<file path="src/rtl/sdram_port_arbiter_if.sv">
// Request/return bundle between the two requesters, the arbiter and the
// single-port SDRAM controller.
interface sdram_port_arbiter_if #(
    parameter int ADDR_W = 23,
    parameter int DATA_W = 32
);
    logic              p0_valid;
    logic              p0_rw;
    logic [ADDR_W-1:0] p0_addr;
    logic [DATA_W-1:0] p0_wdata;
    logic              p0_ack;
    logic              p0_rvalid;
    logic [DATA_W-1:0] p0_rdata;

    logic              p1_valid;
    logic              p1_rw;
    logic [ADDR_W-1:0] p1_addr;
    logic [DATA_W-1:0] p1_wdata;
    logic              p1_ack;
    logic              p1_rvalid;
    logic [DATA_W-1:0] p1_rdata;

    logic              sd_in_valid;
    logic              sd_rw;
    logic [ADDR_W-1:0] sd_addr;
    logic [DATA_W-1:0] sd_wdata;
    logic              sd_busy;
    logic              sd_out_valid;
    logic [DATA_W-1:0] sd_rdata;
    logic              err;

    modport slave (
        input  p0_valid, p0_rw, p0_addr, p0_wdata,
        input  p1_valid, p1_rw, p1_addr, p1_wdata,
        input  sd_busy, sd_out_valid, sd_rdata,
        output p0_ack, p0_rvalid, p0_rdata,
        output p1_ack, p1_rvalid, p1_rdata,
        output sd_in_valid, sd_rw, sd_addr, sd_wdata, err
    );

    modport master (
        output p0_valid, p0_rw, p0_addr, p0_wdata,
        output p1_valid, p1_rw, p1_addr, p1_wdata,
        output sd_busy, sd_out_valid, sd_rdata,
        input  p0_ack, p0_rvalid, p0_rdata,
        input  p1_ack, p1_rvalid, p1_rdata,
        input  sd_in_valid, sd_rw, sd_addr, sd_wdata, err
    );
endinterface

</file>
<file path="src/rtl/sdram_port_arbiter.sv">
// Round-robin arbiter sharing one SDRAM controller port between two
// requesters; an in-order tag FIFO routes read data back to its issuer.
module sdram_port_arbiter #(
    parameter int ADDR_W    = 23,
    parameter int DATA_W    = 32,
    parameter int TAG_DEPTH = 4
) (
    input  logic                wb_clk_i,
    input  logic                wb_rst_i,
    sdram_port_arbiter_if.slave bus
);
    localparam int PW = $clog2(TAG_DEPTH);
    localparam int CW = PW + 1;

    typedef enum logic [1:0] {IDLE, ISSUE, GAP} state_t;

    state_t            state, state_nxt;
    logic              last_grant, grant;
    logic              load, issue, push, pop;
    logic              full, empty, elig0, elig1, pick;
    logic [CW-1:0]     count;
    logic [PW-1:0]     wr_ptr, rd_ptr;
    logic [TAG_DEPTH-1:0] tags;
    logic              head;

    logic              sd_rw_q;
    logic [ADDR_W-1:0] sd_addr_q;
    logic [DATA_W-1:0] sd_wdata_q;
    logic              p0_rvalid_q, p1_rvalid_q;
    logic [DATA_W-1:0] p0_rdata_q, p1_rdata_q;
    logic              err_q;

    assign full  = (count == CW'(TAG_DEPTH));
    assign empty = (count == '0);
    assign elig0 = bus.p0_valid & (bus.p0_rw | ~full);
    assign elig1 = bus.p1_valid & (bus.p1_rw | ~full);
    assign pick  = (elig0 & elig1) ? ~last_grant : elig1;
    assign head  = tags[rd_ptr];
    assign push  = issue & ~sd_rw_q;
    assign pop   = bus.sd_out_valid & ~empty;

    always_comb begin
        state_nxt = state;
        load      = 1'b0;
        issue     = 1'b0;
        unique case (state)
            IDLE: begin
                if (!bus.sd_busy && (elig0 || elig1)) begin
                    load      = 1'b1;
                    state_nxt = ISSUE;
                end
            end
            ISSUE: begin
                issue     = 1'b1;
                state_nxt = GAP;
            end
            GAP:     state_nxt = IDLE;
            default: state_nxt = IDLE;
        endcase
    end

    always_ff @(posedge wb_clk_i or negedge wb_rst_i) begin
        if (!wb_rst_i) begin
            state      <= IDLE;
            last_grant <= 1'b1;
            grant      <= 1'b0;
            sd_rw_q    <= 1'b0;
            sd_addr_q  <= '0;
            sd_wdata_q <= '0;
        end else begin
            state <= state_nxt;
            if (load) begin
                grant      <= pick;
                last_grant <= pick;
                sd_rw_q    <= pick ? bus.p1_rw    : bus.p0_rw;
                sd_addr_q  <= pick ? bus.p1_addr  : bus.p0_addr;
                sd_wdata_q <= pick ? bus.p1_wdata : bus.p0_wdata;
            end
        end
    end

    // Tag FIFO: one bit per outstanding read, the port that issued it.
    always_ff @(posedge wb_clk_i or negedge wb_rst_i) begin
        if (!wb_rst_i) begin
            tags   <= '0;
            wr_ptr <= '0;
            rd_ptr <= '0;
            count  <= '0;
        end else begin
            if (push) begin
                tags[wr_ptr] <= grant;
                wr_ptr       <= wr_ptr + PW'(1);
            end
            if (pop)
                rd_ptr <= rd_ptr + PW'(1);
            if (push && !pop)
                count <= count + CW'(1);
            else if (pop && !push)
                count <= count - CW'(1);
        end
    end

    always_ff @(posedge wb_clk_i or negedge wb_rst_i) begin
        if (!wb_rst_i) begin
            p0_rvalid_q <= 1'b0;
            p1_rvalid_q <= 1'b0;
            p0_rdata_q  <= '0;
            p1_rdata_q  <= '0;
            err_q       <= 1'b0;
        end else begin
            p0_rvalid_q <= pop & ~head;
            p1_rvalid_q <= pop & head;
            if (pop && !head)
                p0_rdata_q <= bus.sd_rdata;
            if (pop && head)
                p1_rdata_q <= bus.sd_rdata;
            if (bus.sd_out_valid && empty)
                err_q <= 1'b1;
        end
    end

    assign bus.sd_in_valid = issue;
    assign bus.sd_rw       = sd_rw_q;
    assign bus.sd_addr     = sd_addr_q;
    assign bus.sd_wdata    = sd_wdata_q;
    assign bus.p0_ack      = issue & ~grant;
    assign bus.p1_ack      = issue & grant;
    assign bus.p0_rvalid   = p0_rvalid_q;
    assign bus.p1_rvalid   = p1_rvalid_q;
    assign bus.p0_rdata    = p0_rdata_q;
    assign bus.p1_rdata    = p1_rdata_q;
    assign bus.err         = err_q;
endmodule

</file>
<file path="src/flat_wrapper.sv">
// flat-port wrapper written by rule: the top's interface ports become plain ports
module sdram_port_arbiter_flat 
#(
    parameter int ADDR_W    = 23,
    parameter int DATA_W    = 32,
    parameter int TAG_DEPTH = 4
)
  (wb_clk_i, wb_rst_i, bus_p0_valid, bus_p0_rw, bus_p0_addr, bus_p0_wdata, bus_p1_valid, bus_p1_rw, bus_p1_addr, bus_p1_wdata, bus_sd_busy, bus_sd_out_valid, bus_sd_rdata, bus_p0_ack, bus_p0_rvalid, bus_p0_rdata, bus_p1_ack, bus_p1_rvalid, bus_p1_rdata, bus_sd_in_valid, bus_sd_rw, bus_sd_addr, bus_sd_wdata, bus_err);
  sdram_port_arbiter_if #(.ADDR_W(ADDR_W), .DATA_W(DATA_W)) bus_i ();
  input  logic wb_clk_i;
  input  logic wb_rst_i;
  input wire logic [$bits(bus_i.p0_valid)-1:0] bus_p0_valid;
  input wire logic [$bits(bus_i.p0_rw)-1:0] bus_p0_rw;
  input wire logic [$bits(bus_i.p0_addr)-1:0] bus_p0_addr;
  input wire logic [$bits(bus_i.p0_wdata)-1:0] bus_p0_wdata;
  input wire logic [$bits(bus_i.p1_valid)-1:0] bus_p1_valid;
  input wire logic [$bits(bus_i.p1_rw)-1:0] bus_p1_rw;
  input wire logic [$bits(bus_i.p1_addr)-1:0] bus_p1_addr;
  input wire logic [$bits(bus_i.p1_wdata)-1:0] bus_p1_wdata;
  input wire logic [$bits(bus_i.sd_busy)-1:0] bus_sd_busy;
  input wire logic [$bits(bus_i.sd_out_valid)-1:0] bus_sd_out_valid;
  input wire logic [$bits(bus_i.sd_rdata)-1:0] bus_sd_rdata;
  output wire logic [$bits(bus_i.p0_ack)-1:0] bus_p0_ack;
  output wire logic [$bits(bus_i.p0_rvalid)-1:0] bus_p0_rvalid;
  output wire logic [$bits(bus_i.p0_rdata)-1:0] bus_p0_rdata;
  output wire logic [$bits(bus_i.p1_ack)-1:0] bus_p1_ack;
  output wire logic [$bits(bus_i.p1_rvalid)-1:0] bus_p1_rvalid;
  output wire logic [$bits(bus_i.p1_rdata)-1:0] bus_p1_rdata;
  output wire logic [$bits(bus_i.sd_in_valid)-1:0] bus_sd_in_valid;
  output wire logic [$bits(bus_i.sd_rw)-1:0] bus_sd_rw;
  output wire logic [$bits(bus_i.sd_addr)-1:0] bus_sd_addr;
  output wire logic [$bits(bus_i.sd_wdata)-1:0] bus_sd_wdata;
  output wire logic [$bits(bus_i.err)-1:0] bus_err;
  assign bus_i.p0_valid = bus_p0_valid;
  assign bus_i.p0_rw = bus_p0_rw;
  assign bus_i.p0_addr = bus_p0_addr;
  assign bus_i.p0_wdata = bus_p0_wdata;
  assign bus_i.p1_valid = bus_p1_valid;
  assign bus_i.p1_rw = bus_p1_rw;
  assign bus_i.p1_addr = bus_p1_addr;
  assign bus_i.p1_wdata = bus_p1_wdata;
  assign bus_i.sd_busy = bus_sd_busy;
  assign bus_i.sd_out_valid = bus_sd_out_valid;
  assign bus_i.sd_rdata = bus_sd_rdata;
  assign bus_p0_ack = bus_i.p0_ack;
  assign bus_p0_rvalid = bus_i.p0_rvalid;
  assign bus_p0_rdata = bus_i.p0_rdata;
  assign bus_p1_ack = bus_i.p1_ack;
  assign bus_p1_rvalid = bus_i.p1_rvalid;
  assign bus_p1_rdata = bus_i.p1_rdata;
  assign bus_sd_in_valid = bus_i.sd_in_valid;
  assign bus_sd_rw = bus_i.sd_rw;
  assign bus_sd_addr = bus_i.sd_addr;
  assign bus_sd_wdata = bus_i.sd_wdata;
  assign bus_err = bus_i.err;
  sdram_port_arbiter #(.ADDR_W(ADDR_W), .DATA_W(DATA_W), .TAG_DEPTH(TAG_DEPTH)) u_core (.wb_clk_i(wb_clk_i), .wb_rst_i(wb_rst_i), .bus(bus_i));
endmodule
</file>
<file path="config.mk">
export PLATFORM = sky130hd
export DESIGN_NAME = sdram_port_arbiter_flat
export DESIGN_NICKNAME = d
export VERILOG_FILES = /design/src/rtl/sdram_port_arbiter_if.sv /design/src/rtl/sdram_port_arbiter.sv /design/src/flat_wrapper.sv
export SDC_FILE = /design/constraint.sdc
export NUM_CORES = 1
export LEC_CHECK = 0
export ABC_AREA = 1
export CAP_MARGIN = 5
export CORE_MARGIN = 5
export CORE_UTILIZATION = 45
export DETAILED_ROUTE_END_ITERATION = 6
export PLACE_DENSITY = 0.86
export SYNTH_ARGS = -nofsm -noshare
export SYNTH_HDL_FRONTEND = slang
export SYNTH_SLANG_ARGS = --single-unit
</file>
<file path="constraint.sdc">
create_clock -name wb_clk_i -period 6.1 [get_ports wb_clk_i]
set_clock_uncertainty 0.1 [all_clocks]
set_input_delay 1.22 -clock wb_clk_i [delete_from_list [all_inputs] [get_ports wb_clk_i]]
set_output_delay 1.22 -clock wb_clk_i [all_outputs]
set_load 0.03 [all_outputs]
</file>
Yosys cells after proc, flatten, opt, wreduce, memory -nomap -nowiden
Index checks and enable logic that the tools add are counted.

word-level totals
  output and inout port bits = 126
  bits of input ports = 150
  register bits after elaboration = 138
  logic and storage cells = 73

cells by class
  bitwise operators = 17
  reductions and logical operators = 15
  multiplexer cells = 16
  eq/ne operators = 3
  add/sub/neg operators = 4
  magnitude comparators = 3

operator list
  cell                   number
  $mux W32               1
  $mux W23               1
  $and A1 B1 Y1          9
  $logic_and A1 B1 Y1    7
  $mux W1                7
  $lt A2 B3 Y1 const B   2
  $mux W3                2
  $not A1 Y1             6
  $add A2 B1 Y2 const B  2
  $bwmux W4              1
  $logic_not A1 Y1       4
  $pmux W2 S2            1
  $add A3 B1 Y3 const B  1
  $eq A3 B3 Y1 const B   1
  $logic_not A3 Y1       1
  $sub A3 B1 Y3 const B  1
  $bmux W1 S2            1
  $demux W1 S2           1
  $eq A2 B1 Y1 const B   1
  $ge A2 B1 Y1 const B   1
  $logic_not A2 Y1       1
  $mux W2                1
  $ne A2 B1 Y1 const B   1
  $or A1 B1 Y1           2
  other kinds (2)        2

Logic depth before layout (Yosys ltp)
Gate-level depths: netlist of run 1.

  word-level depth = 8
  gate-level depth with buffers = 11
  gate-level depth less buffers = 9

Worst setup path before layout of run 1
OpenSTA, ideal clock, no wires.

  kind = input-to-reg
  from = input port bus_sd_out_valid
  to = register u_core.count[1]
  path buffers = 0
  required time = 5.875 ns
  arrival = 2.381 ns
  slack = 3.494 ns
  stages on the path = 7
  library setup time = 0.125 ns
  path through = inv_1 > a21oi_4 > inv_1 > ha_1 > inv_1 > fa_1 > mux2_2

on the way
  cells in the longest elaborated chain, start to end = 4
  elaborated cells between the ends (all ways) = 6
  classes of those cells = mux (1); bitwise (1); reduce/logical (4)

ends and longest elaborated chain
  element                                               RTL line                  RTL
  start: declaration                                    flat_wrapper.sv:21        input wire logic [$bits(bus_i.sd_out_valid)-1:0] bus_sd_out_valid;
  $and A1 B1 Y1 (*)                                     sdram_port_arbiter.sv:40  assign pop = bus.sd_out_valid & ~empty;
  $logic_not A1 Y1                                      sdram_port_arbiter.sv:96  if (push && !pop)
  $logic_and A1 B1 Y1                                   sdram_port_arbiter.sv:96
  $mux W3 / $reduce_bool A2 Y1 (equally long branches)  --
  end signal: assignment                                sdram_port_arbiter.sv:97  count <= count + CW'(1);
  end signal: assignment                                sdram_port_arbiter.sv:99  count <= count - CW'(1);
  end: declaration                                      sdram_port_arbiter.sv:21  logic [CW-1:0] count;

Every way passes the cells marked *; elsewhere a longest branch is shown, timed or not.
A chain may end at the register's enable or synchronous reset.

Final worst setup path of run 1
  from = input port bus_p0_rw
  to = register u_core.sd_wdata_q[26], in the netlist u_core.bus.sd_wdata[26]

on the way
  cells in the longest elaborated chain, start to end = 6
  elaborated cells between the ends (all ways) = 9
  classes of those cells = mux (4); bitwise (3); reduce/logical (2)

ends and longest elaborated chain
  element                 RTL line                  RTL
  start: declaration      flat_wrapper.sv:13        input wire logic [$bits(bus_i.p0_rw)-1:0] bus_p0_rw;
  $or A1 B1 Y1 (*)        sdram_port_arbiter.sv:35  assign elig0 = bus.p0_valid & (bus.p0_rw | ~full);
  $and A1 B1 Y1 (*)       sdram_port_arbiter.sv:35
  $logic_or A1 B1 Y1      sdram_port_arbiter.sv:48  if (!bus.sd_busy && (elig0 || elig1)) begin
  $logic_and A1 B1 Y1     sdram_port_arbiter.sv:48
  $mux W1                 sdram_port_arbiter.sv:48
  $mux W1                 sdram_port_arbiter.sv:46  unique case (state)
  end signal: assignment  sdram_port_arbiter.sv:77  sd_wdata_q <= pick ? bus.p1_wdata : bus.p0_wdata;
  end: declaration        sdram_port_arbiter.sv:28  logic [DATA_W-1:0] sd_wdata_q;

Marked as above.

==> metrics.txt, run 1 <==
minimum clock period approximately 4300 ps; CP startpoint bus_p0_rw; mux cell area share after synthesis 0.001822; synthesized area about 0.0062 mm^2; largest net degree at the start of global routing 90; Crit. End Element flip-flop; critical path's slowest cell nand2_2; H-tree Lvls 4; Yosys reg bits 138; hold_sp u_core.bus.sd_addr[9]; Finish-stage setup viols 0; final setup margin approximately 1800 ps; drt wl/cell roughly 16 um; Max Root-Sink Buffers 2; Slew Viols, Final 0; fillers approximately 1000; syn nets between 900 and 1000; Slew @ Worst Pin between 1000 and 1500 ps; Resized Gates After CTS 0; Antenna Cells 0; Worst Reg-to-Reg Cells 8; register area share after synthesis 0.5589; reg2reg start u_core.count[0]; I/O pin count ~280; Synth Area in Simple Gates 0.2713; drt total wl between 15000 and 20000 um; predominant post-synthesis flop cell dfrtp_1; layout cells sized above 1 0.04724; dpl ws roughly 1400 ps; R2R Setup Slk roughly 2600 ps; maximum vdd drop between 0.2 and 0.3 mV; hold_buf cts 0; die extent in x between 100 and 150 um; initial antenna violation count 0; count of flip-flops with a built-in enable after synthesis 0; Hold Crit Class reg2reg; Worst path most repeated cell nand2_1; areal power density over the cells around 560 mW/mm^2; maximum fanout along the worst path a little under 60; critical path arrival about 4500 ps; Reg area ~0.0035 mm^2; Post-Synth Adder-Cell Area 0.01336; Setup Buffers After CTS 0; total design power 5.352 mW; CP cell instances clkdlybuf4s50_1 > inv_1 > nand3_1 > nand3_2 > nand2_2 > nand2_1 > nand2_1 > nand2_1 > nand2_1; YS warnings 0; Max-cap violations 0; post-synthesis cell count 751; grt total ovfl 0; fmax roughly 230 MHz; CP peak stage delay about 1300 ps; first-pass GRT wire length ~30000 um; most frequent cells in the layout nand2_1 (353), clkdlybuf4s50_1 (274), dfrtp_1 (137), o21ai_1 (63), nand3_1 (58); crit path kind in2reg; via/cell ratio about 4.9; status finished clean; DR iter-0 viols roughly 400; Die ar. approximately 0.016 mm^2; Final Hold Fails 0; drt first pass iters 5; gr usage total 0.2337; post-DP HPWL approximately 13000 um; Skew-Pair Late Insertion Delay 410 ps; TritonCTS buffer count 17; FFs w/ async S/R, synth 1.000; Final Cycle Share 0.6979; Synth Area in Compound Gates 0.07045; vias about 6000; RSZ-0062 raised after global routing no; Die H between 100 and 150 um; Max-slew headroom 0.2111; number of global-route vias before repair between 5000 and 6000; CTS tree done; clock root buffer clkbuf_16; clock sinks around 140; starting density of the core 0.4631; Reg clk slew, reported paths ~60 ps; leakage 4.700 nW; main combinational cell family by area after synthesis simple AND/OR/NAND/NOR gates; commonest non-fill, non-tap cell in the layout nand2_1; synthesis-to-layout area growth 53.99%; core footprint approximately 0.013 mm^2; GPL Wtd Cong around 0.83; Syn Area/Cell just over 8 um^2; XOR/XNOR Fraction of Synth Area 0.007085; DRT antenna net count 0; reg2reg end u_core.bus.sd_wdata[26]; Startpoint Class input pin; TNS Setup 0 ps; end point of the critical path u_core.bus.sd_wdata[26]; area occupied by multi-input gates roughly 0.0023 mm^2; NumNets Final ~1200; final routed DRC violation total 0; I/O Buffers between 200 and 300; post-synthesis cell type count 25; Core Rows 42; CP required between 6000 and 7000 ps
## area by class of cell
class                      count  area share
tap                          176     0.02314
sequential                   138      0.3630
clock inverter                14     0.01946
inverter                      52     0.02051
clock buffer                  18     0.04509
multi-input combinational    516      0.2371
timing repair buffer         278      0.2917
## how the worst min path moves through the flow
| stage | to | slack, ps | cells after the start |
|---|---|---|---|
| 2_1_floorplan | u_core.last_grant | 360 | 2 |
| 3_3_place_gp | u_core.bus.sd_addr[17] | 360 | 2 |
| 3_5_place_dp | u_core.bus.sd_addr[3] | 360 | 2 |
| 4_1_cts | u_core.bus.sd_wdata[13] | 380 | 2 |
| 5_1_grt | u_core.bus.sd_addr[5] | 390 | 2 |
| 6_report | u_core.bus.sd_addr[9] | 380 | 2 |
## flip-flops by register name (all words and copies together), names as in the netlist
signal and cells:
u_core.count 3, u_core.bus.sd_rw 1, u_core.bus.sd_addr 23, u_core.state 2, u_core.bus.p0_rvalid 1, u_core.rd_ptr 2, u_core.bus.p0_rdata 32, u_core.bus.sd_wdata 32
u_core.grant 1, u_core.bus.p1_rdata 32, u_core.bus.p1_rvalid 1, u_core.tags 4, u_core.wr_ptr 2, u_core.bus.err 1, u_core.last_grant 1
## critical path, delay by kind of cell
family                 cells  cell delay (ps)
AND/OR/NAND/NOR            7             2750
buffers and inverters      2              510
## synth_stat cells (2+ instances only)
| library cell | n | area [um^2] |
|---|---|---|
| buf_2 | 30 | 150.1 |
| xor2_1 | 4 | 35.03 |
| dfrtp_1 | 137 | 3428 |
| a21oi_1 | 7 | 35.03 |
| buf_6 | 7 | 78.83 |
| buf_4 | 6 | 45.04 |
| ha_1 | 5 | 62.56 |
| inv_2 | 3 | 11.26 |
| o21ai_0 | 7 | 35.03 |
| o21ai_1 | 63 | 315.3 |
| nor2_1 | 4 | 15.01 |
| inv_1 | 49 | 183.9 |
| nand3_1 | 59 | 295.3 |
| nand3_2 | 2 | 20.02 |
| a31oi_1 | 4 | 25.02 |
| clkbuf_1 | 2 | 7.510 |
| nand2_1 | 354 | 1329 |
## cells by family (layout without fill, tap and decap cells)
group,count (synthesis),after routing
and+or+nand+nor,421,421
DFF,138,138
buffers and inverters,97,362
AOI/OAI and AO/OA,83,83
adders and majority gates,6,6
xor gates and xnor gates,5,5
muxes,1,1
## layer usage
metal	vias to the layer above	GRT usage	part of all wire
li1	2850	-	-
met1	2722	0.2834	0.39
met2	284	0.3761	0.47
met5	-	0	0
met3	34	0.08723	0.11
met4	0	0.09905	0.030
## per-stage QoR
| stage | cells | util | hold slack, ps | cell area (um^2) |
|---|---|---|---|---|
| 4_1_cts | 1192 | 0.7131 | 380.1 | 9518 |
| 3_5_place_dp | 1160 | 0.6670 | 364.3 | 8904 |
| 2_1_floorplan | 751 | - | 360.4 | 6181 |
| 3_3_place_gp | 1160 | 0.6670 | 361.2 | 8904 |
| 6_report | 1192 | 0.7131 | 376.2 | 9518 |
| 5_1_grt | 1192 | 0.7131 | 389.5 | 9518 |
## report_power, final
group          internal (mW)  switching [mW]  leakage (nW)
sequential              1.35           0.258          1.71
combinational           1.03            1.63          2.69
clock                  0.655           0.417         0.296
(Power assumes the default switching activity.)
==> run 2: changes to the inputs <==
- CORE_UTILIZATION: 45 -> 42
- PLACE_DENSITY: 0.86 -> 0.82
- clock period: 6.1 -> 4.3 ns (I/O delays scaled with it)
==> run 2 against run 1 <==
Effect of this change: setup slack worse by 310 ps; sequential cell count unchanged; combinational power up 42%; utilization down 5.2 points; design area up 0.51%; via count down 2.0%; global-route usage down 2.5 points; critical path type unchanged; largest cell class unchanged; largest power group unchanged.
==> metrics.txt, run 2 (synthesis results as in run 1) <==
fmax about 360 MHz; maximum vdd drop 0.2979 mV (+1.6%); CTS tree done; core footprint 0.01448 mm^2 (+8.5%); most frequent cells in the layout nand2_1 (353), clkdlybuf4s50_1 (274), dfrtp_1 (137), o21ai_1 (63), nand3_1 (58); drt first pass iters 5 (unchanged); vias 5775 (-2.0%); areal power density over the cells 788.4 mW/mm^2 (+40%); status finished clean; minimum clock period 2767 ps; Final Cycle Share 0.6435; first-pass GRT wire length 29330 um (-2.2%); Inst Count DP 1173 (+1.1%); TritonCTS buffer count 17 (unchanged); fillers 1215 (+17%); post-DP HPWL 13360 um (-0.88%); Startpoint Class input pin; I/O pin count 276 (unchanged); Max-cap violations 0 (unchanged); leakage 4.712 nW (+0.26%); Die ar. 0.01724 mm^2 (+6.6%); Crit. End Element flip-flop; CP startpoint bus_sd_out_valid; clock root buffer clkbuf_16; H-tree Lvls 4 (unchanged); number of global-route vias before repair 5801 (-0.43%); grt total ovfl 0 (unchanged); hold_buf cts 0 (unchanged); final routed DRC violation total 0 (unchanged); drt total wl 18230 um (-3.2%); Die H 131.3 um (+3.2%); non-filler instance count after layout 1204 (+1.0%); CP peak stage delay 700 ps (-630 ps); layout cells sized above 1 0.05000 (+0.002756); WP buf/inv 3 (+1); NumNets Final 1164 (+0.43%); Skew-Pair Late Insertion Delay 410 ps (about the same); via/cell ratio 4.797 (-2.9%); Reg area 0.003455 mm^2 (unchanged); RSZ-0062 raised after global routing no; commonest non-fill, non-tap cell in the layout nand2_1; die extent in x 131.3 um (+3.2%); Antenna Cells 0 (unchanged); critical path's slowest cell nand3_2; critical path arrival 2930 ps (-1580 ps); DR iter-0 viols 302 (-25%); final setup margin 1533 ps (-309.5 ps); Reg clk slew, reported paths 60 ps (about the same); reg2reg end u_core.count[2]; clock sinks 138 (unchanged); Max-slew headroom 0.2331 (+0.02203); DRT antenna net count 0 (unchanged); Setup Buffers After CTS 0 (unchanged); crit path kind in2reg; Resized Gates After CTS 0 (unchanged); Finish-stage setup viols 0 (unchanged); hold_sp u_core.bus.sd_addr[6]; total design power 7.542 mW (+41%); synthesis-to-layout area growth 54.78%; R2R Setup Slk 1850 ps (-790 ps); CP required 4460 ps (-1890 ps); Max Root-Sink Buffers 2 (unchanged); end point of the critical path u_core.bus.p1_rdata[19]; GPL Wtd Cong 0.8112 (-2.5%); CP Depth 7 (-2); area occupied by multi-input gates 0.002257 mm^2 (unchanged); maximum fanout along the worst path 44 (-24%); largest net degree at the start of global routing 107 (+19%); Slew @ Worst Pin 1146 ps (-35.75 ps); Hold Crit Class reg2reg; gr usage total 0.2082 (-0.02546); crit-path leading delay family buffers and inverters; Worst Reg-to-Reg Cells 9 (+1); starting density of the core 0.4269 (-0.03617); I/O Buffers 275 (unchanged); Final Hold Fails 0 (unchanged); reg2reg start u_core.state[1]; dpl ws 1134 ps (-230.8 ps); CP cell instances clkdlybuf4s50_1 > inv_1 > a21oi_4 > nand3_2 > buf_4 > nand2_1 > o21ai_1; initial antenna violation count 0 (unchanged); drt wl/cell 15.14 um (-4.1%); TNS Setup 0 ps (unchanged); Core Rows 44 (+4.8%); Slew Viols, Final 0 (unchanged)
[run 2: cell types whose count changed in the layout (fill, tap and decap cells not counted), sizes merged]
cell / previous run / this run
clkbuf: 18 / 21
buf: 4 / 9
inv: 59 / 53
clkinvlp: 2 / 4
[run 2: how the worst min path moves through the flow]
stage	end	slack [ps]	depth (start not counted)
2_1_floorplan	u_core.last_grant	360	2
3_3_place_gp	u_core.bus.err	360	1
3_5_place_dp	u_core.bus.sd_addr[6]	360	2
4_1_cts	u_core.bus.err	380	1
5_1_grt	u_core.bus.err	390	1
6_report	u_core.bus.sd_addr[6]	380	2
[run 2: final cells by class]
type | instances | area share
clock inverter | 10 | 0.01491
clock buffer | 21 | 0.04813
timing repair buffer | 283 | 0.2954
sequential | 138 | 0.3611
multi-input combinational | 516 | 0.2359
tap | 184 | 0.02406
inverter | 52 | 0.02040
[run 2: through the flow]
stage	cell area [um^2]	hold WS [ps]	util
after floorplan	6181	360.4	-
after global placement	8964	360.4	0.6191
after detailed placement	8964	364.0	0.6191
after CTS	9567	377.4	0.6607
after global routing	9567	386.6	0.6607
final	9567	376.0	0.6607
[run 2: tightest hold or removal path: stages (launching register included)]
cell     delay (ps)
dfrtp_1         340
nand2_1          50
nand2_1          50
[run 2: where the power goes]
part           total [mW]  internal [mW]  switching (mW)
registers            2.29           1.92           0.365
clock network        1.47          0.941           0.532
logic                3.78           1.48            2.30
total                7.54           4.35            3.20
[run 2: metal layers]
layer	wire, um	track usage	vias up
li1	-	-	2856
met1	7333	0.2487	2661
met3	1929	0.08410	21
met4	287	0.06400	0
met5	0	0	-
met2	8676	0.3462	237
